<file path="src/rtl/axis_packet_arbiter.sv">
// Round-robin, packet-granular AXI-Stream arbiter: N requesters share one downstream stream.
// Define AXIS_ARB_TID_TAG_EN to replace m_axis_tid with the granted requester index.
module axis_packet_arbiter #(
  parameter int unsigned NUM_INPUTS = 2,
  parameter int unsigned DATA_WIDTH = 8,
  parameter int unsigned ID_WIDTH   = 8,
  parameter int unsigned DEST_WIDTH = 8,
  parameter int unsigned USER_WIDTH = 1
) (
  input  logic                             clk,
  input  logic                             rst,
  input  logic [NUM_INPUTS*DATA_WIDTH-1:0] s_axis_tdata,
  input  logic [NUM_INPUTS*ID_WIDTH-1:0]   s_axis_tid,
  input  logic [NUM_INPUTS*DEST_WIDTH-1:0] s_axis_tdest,
  input  logic [NUM_INPUTS*USER_WIDTH-1:0] s_axis_tuser,
  input  logic [NUM_INPUTS-1:0]            s_axis_tvalid,
  input  logic [NUM_INPUTS-1:0]            s_axis_tlast,
  output logic [NUM_INPUTS-1:0]            s_axis_tready,
  output logic [DATA_WIDTH-1:0]            m_axis_tdata,
  output logic [ID_WIDTH-1:0]              m_axis_tid,
  output logic [DEST_WIDTH-1:0]            m_axis_tdest,
  output logic [USER_WIDTH-1:0]            m_axis_tuser,
  output logic                             m_axis_tvalid,
  output logic                             m_axis_tlast,
  input  logic                             m_axis_tready,
  output logic [$clog2(NUM_INPUTS)-1:0]    grant,
  output logic                             busy
);

  localparam int unsigned GrantW = $clog2(NUM_INPUTS);

  typedef enum logic [0:0] {StIdle, StGranted} state_e;

  state_e              state_q, state_d;
  logic [GrantW-1:0]   ptr_q, ptr_d;
  logic [GrantW-1:0]   grant_q, grant_d;
  logic [GrantW-1:0]   sel_idx, sel_c;
  logic                sel_found;
  logic                id_pass_unused;
  logic [ID_WIDTH-1:0] tid_pass;

  // First asserted requester scanning upward from ptr, wrapping.
  always_comb begin
    sel_found = 1'b0;
    sel_idx   = '0;
    sel_c     = '0;
    for (int unsigned k = 0; k < NUM_INPUTS; k++) begin
      sel_c = GrantW'((32'(ptr_q) + k) % NUM_INPUTS);
      if (!sel_found && s_axis_tvalid[sel_c]) begin
        sel_found = 1'b1;
        sel_idx   = sel_c;
      end
    end
  end

  // Sideband always follows the registered grant; only valid/ready are gated by state.
  always_comb begin
    m_axis_tdata  = s_axis_tdata[grant_q*DATA_WIDTH +: DATA_WIDTH];
    tid_pass      = s_axis_tid[grant_q*ID_WIDTH +: ID_WIDTH];
    m_axis_tdest  = s_axis_tdest[grant_q*DEST_WIDTH +: DEST_WIDTH];
    m_axis_tuser  = s_axis_tuser[grant_q*USER_WIDTH +: USER_WIDTH];
    m_axis_tlast  = s_axis_tlast[grant_q];
    m_axis_tvalid = 1'b0;
    s_axis_tready = '0;
    if (state_q == StGranted) begin
      m_axis_tvalid          = s_axis_tvalid[grant_q];
      s_axis_tready[grant_q] = m_axis_tready;
    end
  end

`ifdef AXIS_ARB_TID_TAG_EN
  assign m_axis_tid     = ID_WIDTH'(grant_q);
  assign id_pass_unused = ^tid_pass;
`else
  assign m_axis_tid     = tid_pass;
  assign id_pass_unused = 1'b0;
`endif

  always_comb begin
    state_d = state_q;
    ptr_d   = ptr_q;
    grant_d = grant_q;
    unique case (state_q)
      StIdle: begin
        if (sel_found) begin
          grant_d = sel_idx;
          state_d = StGranted;
        end
      end
      StGranted: begin
        // Grant is held until the last beat actually transfers.
        if (m_axis_tvalid && m_axis_tready && m_axis_tlast) begin
          state_d = StIdle;
          ptr_d   = (grant_q == GrantW'(NUM_INPUTS - 1)) ? '0 : grant_q + GrantW'(1);
        end
      end
      default: state_d = StIdle;
    endcase
  end

  always_ff @(posedge clk or posedge rst) begin
    if (rst) begin
      state_q <= StIdle;
      ptr_q   <= '0;
      grant_q <= '0;
    end else begin
      state_q <= state_d;
      ptr_q   <= ptr_d;
      grant_q <= grant_d;
    end
  end

  assign grant = grant_q;
  assign busy  = (state_q == StGranted);

endmodule

</file>
<file path="config.mk">
export PLATFORM = sky130hd
export DESIGN_NAME = axis_packet_arbiter
export DESIGN_NICKNAME = d
export VERILOG_FILES = /design/src/rtl/axis_packet_arbiter.sv
export SDC_FILE = /design/constraint.sdc
export NUM_CORES = 1
export LEC_CHECK = 0
export BUFFER_PORTS_ARGS = -buffer_cell sky130_fd_sc_hd__buf_2
export CAP_MARGIN = 20
export CORE_MARGIN = 4
export CORE_UTILIZATION = 26
export DETAILED_ROUTE_END_ITERATION = 16
export PLACE_DENSITY = 0.84
export SLEW_MARGIN = 20
export SYNTH_ARGS = -nofsm -noshare
export SYNTH_HDL_FRONTEND = slang
export SYNTH_SLANG_ARGS = --single-unit
</file>
<file path="constraint.sdc">
create_clock -name clk -period 1.4 [get_ports clk]
set_clock_uncertainty 0.15 [all_clocks]
set_input_delay 0.07 -clock clk [delete_from_list [all_inputs] [get_ports clk]]
set_output_delay 0.07 -clock clk [all_outputs]
set_load 0.05 [all_outputs]
</file>
Word level (Yosys, flattened, before mapping)
Index checks and enable logic that the tools add are counted.
{"block": "word_totals", "ff_bits": 3, "wordCells": 42}
{"block": "classes", "n_addsub": 2, "n_lt_le_gt_ge": 4, "shifts": 4, "n_mux": 20, "n_bitwise": 2, "reduce_logical": 7}
{"op": "variable part select 16 x 5 -> 8 bit", "count": 3}
{"op": "two-way mux 1 bit", "count": 17}
{"op": "less-than comparator 1 x 2 -> 1 bit, second input constant", "count": 3}
{"op": "logical AND 1 bit", "count": 4}
{"op": "AND reduction 2 bit", "count": 2}
{"op": "adder 1 bit, second input constant", "count": 2}
{"op": "bitwise AND 2 bit", "count": 1}
{"op": "two-way mux 2 bit", "count": 1}
{"op": "one-hot mux 1 bit (2 select lines)", "count": 1}
{"op": "variable part select 2 x 2 -> 1 bit", "count": 1}
{"op": "demux 1 bit (select 1 bit)", "count": 1}
{"op": ">= comparator 1 bit, second input constant", "count": 1}
{"op": "logical NOT 1 bit", "count": 1}
{"op": "inverter 1 bit", "count": 1}

Logic depth before layout (Yosys ltp)
Gate-level depths: netlist (run 1).
{"block": "logic_depth", "ltp_word": 8, "ltp_mapped": 3, "mapped_depth_nobuf": 3}

Worst setup path after synthesis (run 1)
OpenSTA, ideal clock, no wires.
{"block": "synth_timing", "path_type": "reg2out", "from": "register grant_q, in the netlist grant", "to": "output port m_axis_tvalid", "arrival_ns": 1.638, "required_time_ns": 1.180, "path_slack_ns": -0.458, "path_stages_with_launch": 4, "n_path_buf": 1, "cell_sequence": "dfrtp_1 > buf_6 > mux2i_1 > nor2_1"}
{"block": "synth_between", "elab_chain_cells": 3}
{"item": "start: declaration", "line_no": "36", "text": "logic [GrantW-1:0] grant_q, grant_d;"}
{"item": "start signal: assignment", "line_no": "109", "text": "grant_q <= grant_d;"}
{"item": "two-way mux 1 bit (not written as such) (2 in a row)", "line_no": "66", "text": "m_axis_tvalid = s_axis_tvalid[grant_q];"}
{"item": "two-way mux 1 bit", "line_no": "65", "text": "if (state_q == StGranted) begin"}
{"item": "end: declaration", "line_no": "23", "text": "output logic m_axis_tvalid,"}
No other way between the ends. The select of a mux whose other input is x is not followed.

Final worst setup path (run 1)
{"block": "layout_timing", "from": "register grant_q, in the netlist grant", "to": "output port m_axis_tdest[3]"}
{"block": "layout_between", "elab_chain_cells": 1}
{"item": "variable part select 16 x 5 -> 8 bit", "line_no": "60", "text": "m_axis_tdest = s_axis_tdest[grant_q*DEST_WIDTH +: DEST_WIDTH];"}
{"item": "end: declaration", "line_no": "21", "text": "output logic [DEST_WIDTH-1:0] m_axis_tdest,"}
No other way between the ends.

==> impl_metrics.yaml, run 1 <==
min_path:
  hp-start: "s_axis_tlast[0]"
  min_path_cells: 3
  holdPathEnd: "ptr_q$_DFFE_PP0P_"
  holdCritPathClass: "primary input to register"
sta:
  slew_violations: 0
  relSlewSlack: 0.836
  worst_slack_ns: -0.166
  rsz0062_at_grt: "true"
  fmax_mhz: 639
  setup_viol_count_final: 28
  worstMarginPinSlew_ns: 0.248
  hold_viol_final: 0
  finalWorstPathRequiredPeriod_ns: 1.57
  min_period_over_period: 1.12
  tns_ns: -4.05
worst_setup_path:
  cp.arrival_ns: 1.35
  rr_worst_depth: 4
  r2r_slack_ns: 0.05
  cp_max_fo: 14
  rr_startpoint: "grant$_DFFE_PP0P_"
  rr_endpoint: "ptr_q$_DFFE_PP0P_"
  critical_path_class: "register to output pin"
  cp-start-kind: "register"
  crit_required_ns: 1.18
  end_kind: "output pin"
logic_synthesis:
  yosys.area.top_type: "mux2_2"
  yosys_warnings: 0
  syn_area_per_cell_sq_um: 9.96
  synth_top_area_frac: 0.600
  synthCells: 49
  synth_area_sq_um: 488
  ys_ff_latch: 3
  seq_area_frac_synth: 0.154
  synth_cell_types: 14
  ys_top_cells_by_area: "mux2_2 60%, dfrtp_1 15%, buf_6 6.9%"
  syn_nets: 106
layout:
  ff_latch_area_sq_um: 76.3
  synthToLayoutAreaGrowth_pct: 179
  final_core_util: 0.780
  multi_input_area_sq_um: 477
  drive_gt1_frac: 0.869
  layout.cells.most_common: "buf_2"
  n_antenna_cell: 0
  finalNetCount: 203
  n_fill_cell: 106
  fin_area_sq_mm: 0.00136
  mostFrequentLayoutCells: "58 x buf_2, 25 x mux2_4, 23 x buf_6"
floorplan:
  die_y_um: 51.3
  initial_core_util: 0.280
  num_rows: 15
  core-area_sq_mm: 0.00175
  ioPinCount: 88
  die_w_um: 51.3
  dieArea_sq_mm: 0.00263
grt:
  grt_pass1_vias: 861
  grt_max_degree: 15
  grt_antenna_before_repair: 0
  gr-usage-all-layers: 0.217
  grt-ovfl-total: 0
  grt_pass1_wl_um: 4220
detailed_routing:
  routed_wl_um: 3030
  final_antenna_net_count: 0
  viasPerCell: 4.78
  num_vias: 812
  drc: 0
  first_iter_violations: 6
  wl_per_cell_um: 17.8
  drtPass1Iterations: 4
power_and_ir_drop:
  intPower_mw: 1.50
  cellLeakagePower_nw: 0.766
  p_sw_frac: 0.529
  powerDensity_mw_per_mm2: 2340
  ir_worst_vdd_mv: 1.80
  clockPowerShare: 0.051
  power.net_switching_mw: 1.69
  seq_power_share: 0.057
  pwr-share-comb: 0.892
job:
  max-cap-violations: 0
placement:
  hpwlAfterDp_um: 2080
  portBuffers: 87
  dpl_cell_area_sq_mm: 0.00106
  gp_congestion: 0.741
outcome:
  status: "finished, violations left"
  failed_checks: "negative setup slack"
clocking:
  cts.reportedPaths.clkPinSlew_ns: 0.04
  cts_buffers: 3
  cts_root_buf: "clkbuf_4"
  cts_tree: "built"
  insertion_delay_ns: 0.24
  clk_path_buf_depth: 2
  h-tree-depth: 1
  cts.sinks: 3
[flip-flops by register name (all words and copies together), names as in the netlist]
| name | flops |
|---|---|
| busy | 1 |
| grant | 1 |
| ptr_q | 1 |
[cells by family (layout without fill, tap and decap cells)]
logic type,after synthesis,after routing,share of synthesized area
mux,27,27,0.621
simple gates,9,9,0.0872
buf+inv,6,102,0.0923
compound gates,4,4,0.0462
flops,3,3,0.154
[through the flow]
step / setup WS [ns] / cells / total power [mW] / hold WS [ns]
final: -0.166 / 170 / 3.19 / 0.0535
after global routing: -0.202 / 170 / 3.31 / 0.0715
after CTS: -0.157 / 170 / 3.09 / 0.0336
after detailed placement: 0.0383 / 161 / 2.46 / -0.210
after global placement: 0.0412 / 161 / 2.42 / -0.209
after floorplan: -0.0811 / 49 / 2.01 / -0.326
[area by class of cell]
cell class	instances	area share
repair buffers	95	0.543
well taps	25	0.0230
multi-input cells	40	0.350
inverters	3	0.00827
clock buffers	4	0.0193
flip-flops and latches	3	0.0561
[power groups by stage]
stage               combinational [mW]  sequential [mW]  clock (mW)
finish                            2.85            0.181       0.162
global route                      2.94            0.186       0.184
CTS                               2.75            0.178       0.164
detailed placement                2.28            0.181           0
global placement                  2.24            0.177           0
floorplan                         1.78            0.235           0
[critical path: stages, from the launching register on]
cell	delay (ns)
dfrtp_2	0.46
buf_12	0.18
mux2_4	0.31
buf_8	0.15
[how the worst max path moves through the flow]
stage	start	endpoint	slack (ns)	cells past startpoint
after floorplan	busy$_DFF_PP0_	m_axis_tvalid	-0.08	2
after global placement	grant$_DFFE_PP0P_	ptr_q$_DFFE_PP0P_	0.04	4
after detailed placement	grant$_DFFE_PP0P_	ptr_q$_DFFE_PP0P_	0.04	4
after CTS	grant$_DFFE_PP0P_	m_axis_tdata[6]	-0.16	3
after global routing	grant$_DFFE_PP0P_	m_axis_tdest[2]	-0.20	3
final	grant$_DFFE_PP0P_	m_axis_tdest[3]	-0.17	3
[what timing repair did]
action	4_1_cts	5_1_grt
endpoints found under the setup margin	28	32
resized for setup	61	11
gates cloned	0	0
hold buffers	3	0
setup buffers	2	0
endpoints found under the hold margin	5	0
pin swaps	0	0
[Yosys cell counts, drive strengths merged]
library cell  instances
a21oi                 2
a31oi                 1
and3                  1
buf                   3
dfrtp                 3
inv                   3
mux2                 26
mux2i                 1
nand2                 2
nand3                 1
nand3b                1
nor2                  3
nor3                  1
o22ai                 1
[per-layer routing]
layer,track usage,wire length (um),share of wire
met1,0.202,984,0.32
met2,0.427,1620,0.53
met3,0.0845,321,0.11
met4,0.0611,109,0.036
met5,0,0,0
Power figures use the tool's default switching activity.
==> run 2, diff against run 1 <==
--- a/config.mk
+++ b/config.mk
@@ -7,10 +7,12 @@
 export LEC_CHECK = 0
 export BUFFER_PORTS_ARGS = -buffer_cell sky130_fd_sc_hd__buf_2
 export CAP_MARGIN = 20
+export CELL_PAD_IN_SITES_DETAIL_PLACEMENT = 0
+export CELL_PAD_IN_SITES_GLOBAL_PLACEMENT = 1
 export CORE_MARGIN = 4
-export CORE_UTILIZATION = 26
+export CORE_UTILIZATION = 15
 export DETAILED_ROUTE_END_ITERATION = 16
-export PLACE_DENSITY = 0.84
+export PLACE_DENSITY = 0.83
 export SLEW_MARGIN = 20
 export SYNTH_ARGS = -nofsm -noshare
 export SYNTH_HDL_FRONTEND = slang
==> run 2 against run 1 <==
  * The flow still finishes with violations (negative setup slack)
  * Wire length decreased by 20%
  * Utilization decreased by 35 points
  * Combinational power decreased by 7%
  * Design area decreased by 3.3%
  * Sequential cell count unchanged
  * Setup slack improved by 0.037 ns
  * Largest power group unchanged
==> impl_metrics.yaml, run 2 (synthesis results as in run 1) <==
outcome:
  status: "finished, violations left"
  failed_checks: "negative setup slack"
grt:
  gr-usage-all-layers: 0.111
  grt_pass1_vias: 849
  grt_max_degree: 20
  grt_antenna_before_repair: 0
  grt_pass1_wl_um: 3650
  grt-ovfl-total: 0
clocking:
  cts.reportedPaths.clkPinSlew_ns: 0.04
  insertion_delay_ns: 0.23
  cts_root_buf: "clkbuf_4"
  cts_buffers: 3
  cts_tree: "built"
  cts_setup_buffers: 0
  clk_path_buf_depth: 2
  cts.sinks: 3
  h-tree-depth: 1
floorplan:
  ioPinCount: 88
  dieArea_sq_mm: 0.00423
  die_y_um: 65.0
  initial_core_util: 0.159
  die_w_um: 65.0
  num_rows: 20
  core-area_sq_mm: 0.00308
worst_setup_path:
  r2r_slack_ns: 0.10
  rr_endpoint: "ptr_q$_DFFE_PP0P_"
  critPathMaxStageDelay_ns: 0.43
  end_kind: "output pin"
  critical_path_class: "register to output pin"
  path_cells: "buf_12 -> mux2_4 -> buf_6"
  slowest_stage: "dfrtp_2"
  cp.arrival_ns: 1.31
  cp-start-kind: "register"
  rr_startpoint: "grant$_DFFE_PP0P_"
  cp_max_fo: 19
  crit_required_ns: 1.18
  rr_worst_depth: 4
layout:
  n_fill_cell: 307
  synthToLayoutAreaGrowth_pct: 170
  ff_latch_area_sq_um: 76.3
  final_core_util: 0.428
  drive_gt1_frac: 0.873
  fin_area_sq_mm: 0.00132
  layout.cells.most_common: "buf_2"
  finalNetCount: 200
  n_antenna_cell: 0
  multi_input_area_sq_um: 460
  mostFrequentLayoutCells: "58 x buf_2, 27 x buf_6, 20 x mux2_4"
sta:
  min_period_over_period: 1.09
  worst_slack_ns: -0.129
  setup_viol_count_final: 27
  finalWorstPathRequiredPeriod_ns: 1.53
  worstMarginPinSlew_ns: 0.253
  rsz0062_at_grt: "true"
  tns_ns: -3.03
  relSlewSlack: 0.833
  fmax_mhz: 654
  slew_violations: 0
  hold_viol_final: 0
detailed_routing:
  wl_per_cell_um: 13.1
  num_vias: 781
  drc: 0
  final_antenna_net_count: 0
  viasPerCell: 4.20
  drtPass1Iterations: 2
  first_iter_violations: 13
  routed_wl_um: 2440
power_and_ir_drop:
  cellLeakagePower_nw: 0.719
  report.power.total_mw: 2.98
  ir_worst_vdd_mv: 0.755
  powerDensity_mw_per_mm2: 2260
min_path:
  hp-start: "m_axis_tready"
  holdPathEnd: "ptr_q$_DFFE_PP0P_"
  holdCritPathClass: "primary input to register"
  min_path_cells: 3
placement:
  hpwlAfterDp_um: 2050
  dpl_cell_area_sq_mm: 0.00107
  portBuffers: 87
  pre_cts_slack_ns: 0.0668
  gp_congestion: 0.783
job:
  max-cap-violations: 0
==> run 2: cell types whose count changed in the layout (fill, tap and decap cells not counted), sizes merged <==
cell	before	now
buf	92	88
clkbuf	4	5
==> run 2: layout make-up <==
class                           count  area share
Tap cell                           44      0.0418
Multi-Input combinational cell     40       0.350
Timing Repair Buffer               92       0.522
Clock buffer                        4      0.0200
Sequential cell                     3      0.0580
Inverter                            3     0.00856
==> run 2: per-layer routing <==
layer / part of all wire / GRT usage
met5: 0 / 0
met4: 0.0066 / 0.0285
met3: 0.17 / 0.0624
met2: 0.51 / 0.216
met1: 0.31 / 0.0967
==> run 2: where the power goes <==
part / switching, mW / internal [mW]
sequential: 0.0400 / 0.125
combinational: 1.53 / 1.13
clock: 0.0449 / 0.107
==> run 2: worst max-delay path by stage <==
stage                 endpoint  slack, ns         startpoint
5_1_grt          m_axis_tid[0]      -0.16  grant$_DFFE_PP0P_
4_1_cts          m_axis_tid[0]      -0.14  grant$_DFFE_PP0P_
3_5_place_dp     m_axis_tid[0]       0.07  grant$_DFFE_PP0P_
2_1_floorplan    m_axis_tvalid      -0.08     busy$_DFF_PP0_
3_3_place_gp   m_axis_tdata[1]       0.07  grant$_DFFE_PP0P_
6_report         m_axis_tid[0]      -0.13  grant$_DFFE_PP0P_
==> run 2: worst max-delay path: cells and delay by family (launching register included) <==
| family | cells | cell delay, ns |
|---|---|---|
| flops | 1 | 0.43 |
| mux | 1 | 0.31 |
| buf+inv | 2 | 0.33 |
==> run 2: stage by stage <==
stage          hold WS, ns  instances
6_report            0.0383        186
5_1_grt             0.0696        186
4_1_cts             0.0149        186
3_5_place_dp        -0.206        179
3_3_place_gp        -0.207        179
2_1_floorplan       -0.326         49
==> run 2: timing repair <==
item / CTS / global route
endpoints found under the setup margin: 28 / 29
resized for setup: 56 / 4
hold buffers: 3 / 0
hold endpoints to repair: 5 / 0
==> run 3, diff against run 2 <==
--- a/config.mk
+++ b/config.mk
@@ -11,6 +11,7 @@
 export CELL_PAD_IN_SITES_GLOBAL_PLACEMENT = 1
 export CORE_MARGIN = 4
 export CORE_UTILIZATION = 15
+export CTS_BUF_LIST = sky130_fd_sc_hd__clkbuf_16
 export DETAILED_ROUTE_END_ITERATION = 16
 export PLACE_DENSITY = 0.83
 export SLEW_MARGIN = 20
==> constraint.sdc (replaced) <==
create_clock -name clk -period 1.6 [get_ports clk]
set_clock_uncertainty 0.15 [all_clocks]
set_input_delay 0.08 -clock clk [delete_from_list [all_inputs] [get_ports clk]]
set_output_delay 0.08 -clock clk [all_outputs]
set_load 0.05 [all_outputs]
==> run 3 against run 2 <==
  * The run now ends clean
  * Clock-buffer cell count shrank 1
  * Utilization down 7.2 points
  * Power decreased by 20%
  * Design area is 17% lower
  * Non-clock buffer count is the same
  * Worst hold slack lost 0.020 ns
  * Sequential power shrank 16%
  * Register-to-register slack better by 0.17 ns
  * Largest cell class unchanged
  * Highest routed layer unchanged
==> impl_metrics.yaml, run 3 (synthesis results as in run 1) <==
outcome:
  status: "finished clean"
min_path:
  hp-start: "s_axis_tvalid[1]"
  min_path_cells: 3
  holdCritPathClass: "primary input to register"
placement:
  portBuffers: 87
  pre_cts_slack_ns: 0.220
  hpwlAfterDp_um: 2120
  gp_congestion: 0.711
layout:
  mostFrequentLayoutCells: "86 x buf_2, 26 x mux2_2, 4 x inv_1"
  finalNetCount: 200
  n_antenna_cell: 0
  layout.cells.most_common: "buf_2"
  drive_gt1_frac: 0.859
  synthToLayoutAreaGrowth_pct: 124
worst_setup_path:
  rr_worst_depth: 4
  critical_path_class: "register to output pin"
  cp_max_fo: 15
  cp-start-kind: "register"
  crit_required_ns: 1.37
  end_kind: "output pin"
  crit_start: "grant$_DFFE_PP0P_"
  cp.arrival_ns: 1.34
  rr_startpoint: "grant$_DFFE_PP0P_"
clocking:
  cts.reportedPaths.clkPinSlew_ns: 0.03
  clk_path_buf_depth: 2
  cts_buffers: 3
  cts_root_buf: "clkbuf_16"
  h-tree-depth: 1
  insertion_delay_ns: 0.23
  cts_tree: "built"
  cts.sinks: 3
sta:
  slew_violations: 0
  setup_viol_count_final: 0
  rsz0062_at_grt: "true"
  relSlewSlack: 0.824
  hold_viol_final: 0
  finalWorstPathRequiredPeriod_ns: 1.57
  whs_ns: 0.0182
  fmax_mhz: 636
  worstMarginPinSlew_ns: 0.265
  worst_slack_ns: 0.0267
  min_period_over_period: 0.983
power_and_ir_drop:
  ir_worst_vdd_mv: 0.970
  p_sw_frac: 0.565
  seq_power_share: 0.058
  pwr-share-comb: 0.776
  powerDensity_mw_per_mm2: 2180
  intPower_mw: 1.04
  cellLeakagePower_nw: 0.600
  power.net_switching_mw: 1.35
  clockPowerShare: 0.166
detailed_routing:
  drtPass1Iterations: 3
  final_antenna_net_count: 0
  first_iter_violations: 5
  viasPerCell: 4.12
  drc: 0
  num_vias: 766
  routed_wl_um: 2470
  wl_per_cell_um: 13.3
grt:
  grt-ovfl-total: 0
  grt_pass1_wl_um: 3690
  gr-usage-all-layers: 0.112
  grt_pass1_vias: 806
  grt_antenna_before_repair: 0
  grt_max_degree: 18
floorplan:
  die_y_um: 65.0
  dieArea_sq_mm: 0.00423
  ioPinCount: 88
  core-area_sq_mm: 0.00308
  initial_core_util: 0.159
  num_rows: 20
  die_w_um: 65.0
job:
  max-cap-violations: 0
[run 3: cell count changes in the layout (fill, tap and decap cells not counted), moves of 3 or more]
| cell | previous run | this run |
|---|---|---|
| buf_2 | 58 | 86 |
| buf_6 | 27 | 0 |
| mux2_2 | 6 | 26 |
| mux2_4 | 20 | 0 |
| clkbuf_16 | 0 | 3 |
| clkbuf_4 | 4 | 1 |
[run 3: routing by layer]
layer,GRT usage,wire length [um]
met5,0,0
met4,0.0389,29
met3,0.0451,384
met2,0.194,1090
met1,0.124,965
[run 3: power by group through the flow]
stage	clock network, mW	logic (mW)	registers (mW)
3_5_place_dp	0	1.81	0.128
3_3_place_gp	0	1.80	0.127
5_1_grt	0.413	1.95	0.144
2_1_floorplan	0	1.39	0.205
4_1_cts	0.402	1.84	0.133
6_report	0.396	1.85	0.139
[run 3: timing repair]
| action | 4_1_cts | 5_1_grt |
|---|---|---|
| hold buffers | 2 | 0 |
| pin swaps | 0 | 0 |
| setup buffers | 0 | 0 |
| endpoints found under the setup margin | 16 | 13 |
| resized for setup | 2 | 4 |
| endpoints found under the hold margin | 4 | 0 |
[run 3: area by class of cell]
| class | instances | area, sq um |
|---|---|---|
| Fill cell | 331 | 1980 |
| Timing Repair Buffer | 92 | 500 |
| Multi-Input combinational cell | 40 | 373 |
| Sequential cell | 3 | 76.3 |
| Clock buffer | 3 | 75.1 |
| Tap cell | 44 | 55.1 |
| Inverter | 3 | 11.3 |
| Clock inverter | 1 | 3.75 |
[run 3: metrics by stage]
step                TNS [ns]  total power, mW   util  std cells  instance area (sq um)
global placement           0             1.93  0.316        180                    973
CTS                        0             2.37  0.351        186                   1080
detailed placement         0             1.94  0.316        180                    973
floorplan                  0             1.59      -         49                    494
finish                     0             2.39  0.356        186                   1090
global route         -0.0339             2.51  0.356        186                   1090
[run 3: path summary, 6_finish.rpt]
path | end | slack [ns]
setup / recovery | m_axis_tuser | 0.03
hold / removal | grant$_DFFE_PP0P_ | 0.02
setup reg to reg | ptr_q$_DFFE_PP0P_ | 0.27
hold reg to reg | ptr_q$_DFFE_PP0P_ | 0.37
max in group asynchronous | grant$_DFFE_PP0P_ | 1.04
min in group asynchronous | busy$_DFF_PP0_ | 0.12
[run 3: worst max-delay path, stage by stage (launching register included)]
cell and delay (ns):
dfrtp_2 0.39, buf_8 0.16, mux2_2 0.35, buf_2 0.21
